==> src/rtl/neuron_scheduler.sv <==
// neuron_scheduler
//   Time-multiplexes NUM_NEURONS logical neurons onto one shared evaluation
//   datapath. A spike volley is latched on the in_valid/in_ready handshake,
//   then one neuron per cycle sums the weights of its active synapses and
//   compares the sum with THRESHOLD. The result vector is held in DONE until
//   the downstream consumes it.
//
//   Macros normally supplied by internal_defines.vh: NUM_SPIKES, WBITS,
//   THRESHOLD (defaults below are used only when the include is absent).
//   Optional feature macro: NEURON_SCHED_WTA_EN -- winner-take-all output,
//   only the firing neuron with the largest sum (lowest index on a tie).
//
// Ports
//   clock, reset            rising-edge clock, synchronous active-high reset
//   in_valid/in_ready       volley handshake; in_spikes is the volley
//   wr_en, wr_neuron,       weight write port, honoured only in IDLE without
//   wr_syn, wr_data         a simultaneous handshake
//   out_valid/out_ready     result handshake; out_spikes bit k = neuron k
//   busy                    high while evaluating or holding a result

`ifndef NUM_SPIKES
`define NUM_SPIKES 8
`endif
`ifndef WBITS
`define WBITS 3
`endif
`ifndef THRESHOLD
`define THRESHOLD 8
`endif

// One synapse lane: gate the weight by its spike bit and widen it to the
// accumulator width.
module neuron_syn_term #(
  parameter int WB   = 3,
  parameter int SUMW = 7
) (
  input  logic            spike,
  input  logic [WB-1:0]   weight,
  output logic [SUMW-1:0] term
);
  assign term = spike ? SUMW'(weight) : '0;
endmodule

module neuron_scheduler #(
  parameter int NUM_NEURONS = 4
) (
  input  logic                             clock,
  input  logic                             reset,
  input  logic                             in_valid,
  input  logic [`NUM_SPIKES-1:0]           in_spikes,
  output logic                             in_ready,
  input  logic                             wr_en,
  input  logic [$clog2(NUM_NEURONS)-1:0]   wr_neuron,
  input  logic [$clog2(`NUM_SPIKES)-1:0]   wr_syn,
  input  logic [`WBITS-1:0]                wr_data,
  output logic                             out_valid,
  output logic [NUM_NEURONS-1:0]           out_spikes,
  input  logic                             out_ready,
  output logic                             busy
);
  localparam int NS   = `NUM_SPIKES;
  localparam int WB   = `WBITS;
  localparam int NW   = $clog2(NUM_NEURONS);
  localparam int SW   = $clog2(NS);
  // Wide enough that NS maximal weights cannot overflow.
  localparam int SUMW = WB + SW + 1;

  localparam logic [1:0] S_IDLE = 2'd0;
  localparam logic [1:0] S_EVAL = 2'd1;
  localparam logic [1:0] S_DONE = 2'd2;

  logic [1:0]                            state;
  logic [NW-1:0]                         cnt;
  logic [NS-1:0]                         spk;
  logic [NUM_NEURONS-1:0]                res;
  logic [NUM_NEURONS-1:0][NS-1:0][WB-1:0] weights;

  logic [NS-1:0][SUMW-1:0] term;
  logic [SUMW-1:0]         sum;
  logic                    fire;
  logic                    hs;
  logic                    wr_ok;
  logic                    last;

  assign in_ready   = (state == S_IDLE);
  assign out_valid  = (state == S_DONE);
  assign busy       = (state != S_IDLE);
  assign out_spikes = out_valid ? res : '0;

  assign hs    = in_valid && in_ready;
  // A handshake in the same cycle takes priority and drops the write.
  assign wr_ok = in_ready && !hs && wr_en && (int'(wr_neuron) < NUM_NEURONS);
  assign last  = (cnt == NW'(NUM_NEURONS - 1));

  for (genvar i = 0; i < NS; i++) begin : g_syn
    neuron_syn_term #(.WB(WB), .SUMW(SUMW)) u_term (
      .spike  (spk[i]),
      .weight (weights[cnt][i]),
      .term   (term[i])
    );
  end

  always_comb begin
    sum = '0;
    for (int i = 0; i < NS; i++) sum = sum + term[i];
  end

  assign fire = (sum >= SUMW'(`THRESHOLD));

`ifdef NEURON_SCHED_WTA_EN
  // Running winner: strict '>' while scanning upward keeps the lowest index
  // on a tie. The next-state values feed the result on the last neuron so
  // winner-take-all costs no extra cycle.
  logic            win_any;
  logic [SUMW-1:0] win_max;
  logic [NW-1:0]   win_idx;
  logic            upd;
  logic            nxt_any;
  logic [NW-1:0]   nxt_idx;

  always_comb begin
    upd     = fire && (!win_any || (sum > win_max));
    nxt_any = win_any || fire;
    nxt_idx = upd ? cnt : win_idx;
  end
`endif

  always_ff @(posedge clock) begin
    if (reset) begin
      state   <= S_IDLE;
      cnt     <= '0;
      spk     <= '0;
      res     <= '0;
      weights <= '0;
`ifdef NEURON_SCHED_WTA_EN
      win_any <= 1'b0;
      win_max <= '0;
      win_idx <= '0;
`endif
    end else begin
      case (state)
        S_IDLE: begin
          if (hs) begin
            spk   <= in_spikes;
            cnt   <= '0;
            res   <= '0;
            state <= S_EVAL;
`ifdef NEURON_SCHED_WTA_EN
            win_any <= 1'b0;
            win_max <= '0;
            win_idx <= '0;
`endif
          end else if (wr_ok) begin
            weights[wr_neuron][wr_syn] <= wr_data;
          end
        end
        S_EVAL: begin
`ifdef NEURON_SCHED_WTA_EN
          win_any <= nxt_any;
          win_idx <= nxt_idx;
          if (upd) win_max <= sum;
          if (last) begin
            res          <= '0;
            res[nxt_idx] <= nxt_any;
          end
`else
          res[cnt] <= fire;
`endif
          cnt <= cnt + 1'b1;
          if (last) state <= S_DONE;
        end
        S_DONE: begin
          if (out_ready) state <= S_IDLE;
        end
        default: state <= S_IDLE;
      endcase
    end
  end

endmodule

==> config.mk <==
export PLATFORM = sky130hd
export DESIGN_NAME = neuron_scheduler
export DESIGN_NICKNAME = d
export VERILOG_FILES = /design/src/rtl/neuron_scheduler.sv
export SDC_FILE = /design/constraint.sdc
export NUM_CORES = 1
export LEC_CHECK = 0
export ABC_AREA = 1
export BUFFER_PORTS_ARGS = -buffer_cell sky130_fd_sc_hd__buf_2
export CORE_MARGIN = 5
export CORE_UTILIZATION = 60
export DETAILED_ROUTE_END_ITERATION = 8
export GPL_ROUTABILITY_DRIVEN = 0
export PLACE_DENSITY = 0.86
export SLEW_MARGIN = 20
export SYNTH_ARGS = -nofsm -noshare
export SYNTH_HDL_FRONTEND = slang
export SYNTH_SLANG_ARGS = --single-unit
==> constraint.sdc <==
create_clock -name clock -period 5.35 [get_ports clock]
set_input_delay 0.2675 -clock clock [delete_from_list [all_inputs] [get_ports clock]]
set_output_delay 0.2675 -clock clock [all_outputs]
set_load 0.005 [all_outputs]
==> flow_metrics.env <==
export IMPL_status="complete, no violations"
export IMPL_synth_fp_nets=983
export IMPL_power_density_nw_per_um2=257
export IMPL_crit_fanout=19
export IMPL_start_util_pct=61.8
export IMPL_holdWs_ns=0.0901
export IMPL_min_delay_path_class="in -> reg"
export IMPL_cp_start_kind="register"
export IMPL_postCtsSetupBuffers=0
export IMPL_n_antenna_cell=0
export IMPL_fp_row_count=36
export IMPL_drive_gt1_share_pct=7.23
export IMPL_p_leak_nw=2.64
export IMPL_gr_total_overflow=0
export IMPL_ys_seq_area_share_pct=37.1
export IMPL_arrival_ns=5.12
export IMPL_cts_repair_resized=0
export IMPL_drt_iter0_drc=551
export IMPL_synth_top_cell_area_share_pct=37.1
export IMPL_postSynthAreaPerCell_um2=6.46
export IMPL_hold_buffers=0
export IMPL_end_kind="register"
export IMPL_clock_fmax_mhz=207
export IMPL_synth_seq_cells=112
export IMPL_cts_root_buf="clkbuf_8"
export IMPL_grt_max_degree=73
export IMPL_chipHeight_um=110
export IMPL_antenna_found_initial=0
export IMPL_cp_required_ns=5.63
export IMPL_insertion_delay_ns=0.39
export IMPL_vias=5870
export IMPL_final_cell_area_um2=6460
export IMPL_clkTransAtPathRegs_ns=0.12
export IMPL_synthTopCellsByArea="dfxtp_1 37%, nor2_1 21%, nand2_1 10%"
export IMPL_drtPass1Iterations=6
export IMPL_dp_cells=1057
export IMPL_cts_tree="done"
export IMPL_finalHoldViolCount=0
export IMPL_maxSlewHeadroom_pct=34.5
export IMPL_ir_worst_vdd_mv=0.197
export IMPL_worst_slew_pin_slew_ns=0.982
export IMPL_totalWireLength_um=15500
export IMPL_hpwlAfterDp_um=10300
export IMPL_mostFrequentLayoutCell="nor2_1"
export IMPL_setup_viol=0
export IMPL_dieArea_um2=12200
export IMPL_period_share_pct=90.5
export IMPL_drc=0
export IMPL_grt_pass1_wl_um=25300
export IMPL_ys_types=22
export IMPL_stdcell_count=1073
export IMPL_period_needed_ns=4.84
export IMPL_grt_pass1_vias=5222
export IMPL_post_drt_wl_per_cell_um=14.5
export IMPL_finalClockSkew_ns=0.0200
export IMPL_synthCells=935
export IMPL_maxSlewViolCount=0
export IMPL_rsz0062_at_grt="false"
export IMPL_synth_area_um2=6040
export IMPL_clock_path_buffers=2
export IMPL_port_buffers=27
export IMPL_ioPinCount=28
export IMPL_yosysWarnings=0
export IMPL_total_power_mw=1.66
export IMPL_maxCapViolations=0
export IMPL_synth_top_cell_by_area="dfxtp_1"
export IMPL_post_dp_cell_area_um2=6230
export IMPL_cts_num_sinks=112
export IMPL_area_growth_pct=6.98
export IMPL_finalSetupTns_ns=0
export IMPL_htree_num_levels=3
export IMPL_vias_per_cell=5.47
export IMPL_drtAntennaViolNets=0
export IMPL_coreArea_um2=9770
export IMPL_numCtsBuffers=9
export IMPL_nNetsFinal=983
export IMPL_die_w_um=110
export IMPL_path_class="reg -> reg"
export IMPL_track_usage_pct=26.7
export IMPL_rrSetupSlack_ns=0.51
export IMPL_most_common_layout_cells="333 x nor2_1, 168 x nand2_1, 112 x dfxtp_1, 84 x nand3_1, 61 x o21ai_0"
final cells by class:
cell class | instances | area, µm²
repair buffers | 38 | 230
flip-flops and latches | 112 | 2240
clock inverters | 6 | 91.3
well taps | 133 | 166
fillers | 908 | 3310
multi-input cells | 734 | 3440
clock buffers | 10 | 138
inverters | 40 | 150
sequential cells by signal, indices dropped and copies added (netlist names):
name     count
weights     96
spk          8
state        2
cnt          2
res          4
through the flow:
| step | worst slack, ns | utilization (%) |
|---|---|---|
| after floorplan | 0.898 | - |
| after global placement | 0.728 | 63.7 |
| final | 0.510 | 66.1 |
| after CTS | 0.555 | 66.1 |
| after detailed placement | 0.548 | 63.7 |
| after global routing | 0.200 | 66.1 |
synthesized netlist by cell type:
cell type  number
a21oi_1        41
buf_1           8
buf_2          13
buf_4           1
clkbuf_1       27
clkinv_1        1
dfxtp_1       112
fa_1           17
ha_1           10
inv_1          38
inv_2           1
nand2_1       168
nand3_1        84
nand3_4         1
nor2_1        333
nor2_2          4
nor2_4          6
nor3_1          2
o21a_1          1
o21ai_0        61
o22ai_1         5
or2_2           1
worst max-delay path: stages (launching register included):
cell      delay [ns]
dfxtp_1         0.35
clkinv_1        0.46
nor2_1          0.23
o21ai_0         0.12
a21oi_1         0.20
fa_1            0.49
fa_1            0.52
fa_1            0.54
inv_1           0.05
fa_1            0.46
inv_1           0.07
ha_1            0.17
inv_1           0.07
fa_1            0.47
inv_1           0.04
nor3_1          0.17
nand2_1         0.15
nor2_1          0.12
nor2_1          0.05
final timing paths:
check | startpoint | end | depth (start not counted)
setup / recovery | cnt[1] | res[1] | 18
setup reg to reg | cnt[1] | res[1] | 18
hold / removal | reset | state[1] | 2
hold reg to reg | weights[47] | weights[47] | 2
routing by layer:
layer | track usage [%] | part of all wire [%] | vias to the layer above
met4 | 9.67 | 2.5 | 0
met3 | 5.36 | 10 | 36
met5 | 0 | 0 | -
met1 | 37.1 | 43 | 2611
met2 | 41.5 | 45 | 279
li1 | - | - | 2944
cells by family (layout without fill, tap and decap cells):
| group | Yosys count | after routing | synth area share, % |
|---|---|---|---|
| AO/OA/AOI/OAI | 108 | 108 | 9.10 |
| adder cells (fa/ha/maj) | 27 | 27 | 7.71 |
| buffers and inverters | 89 | 94 | 5.86 |
| flip-flops | 112 | 112 | 37.1 |
| AND/OR/NAND/NOR | 599 | 599 | 40.2 |
power by group:
group | internal [mW] | leakage [nW] | switching [mW]
clock | 0.279 | 0.117 | 0.295
combinational | 0.0666 | 1.62 | 0.170
sequential | 0.845 | 0.905 | 0.00605
(Power assumes the default switching activity.)
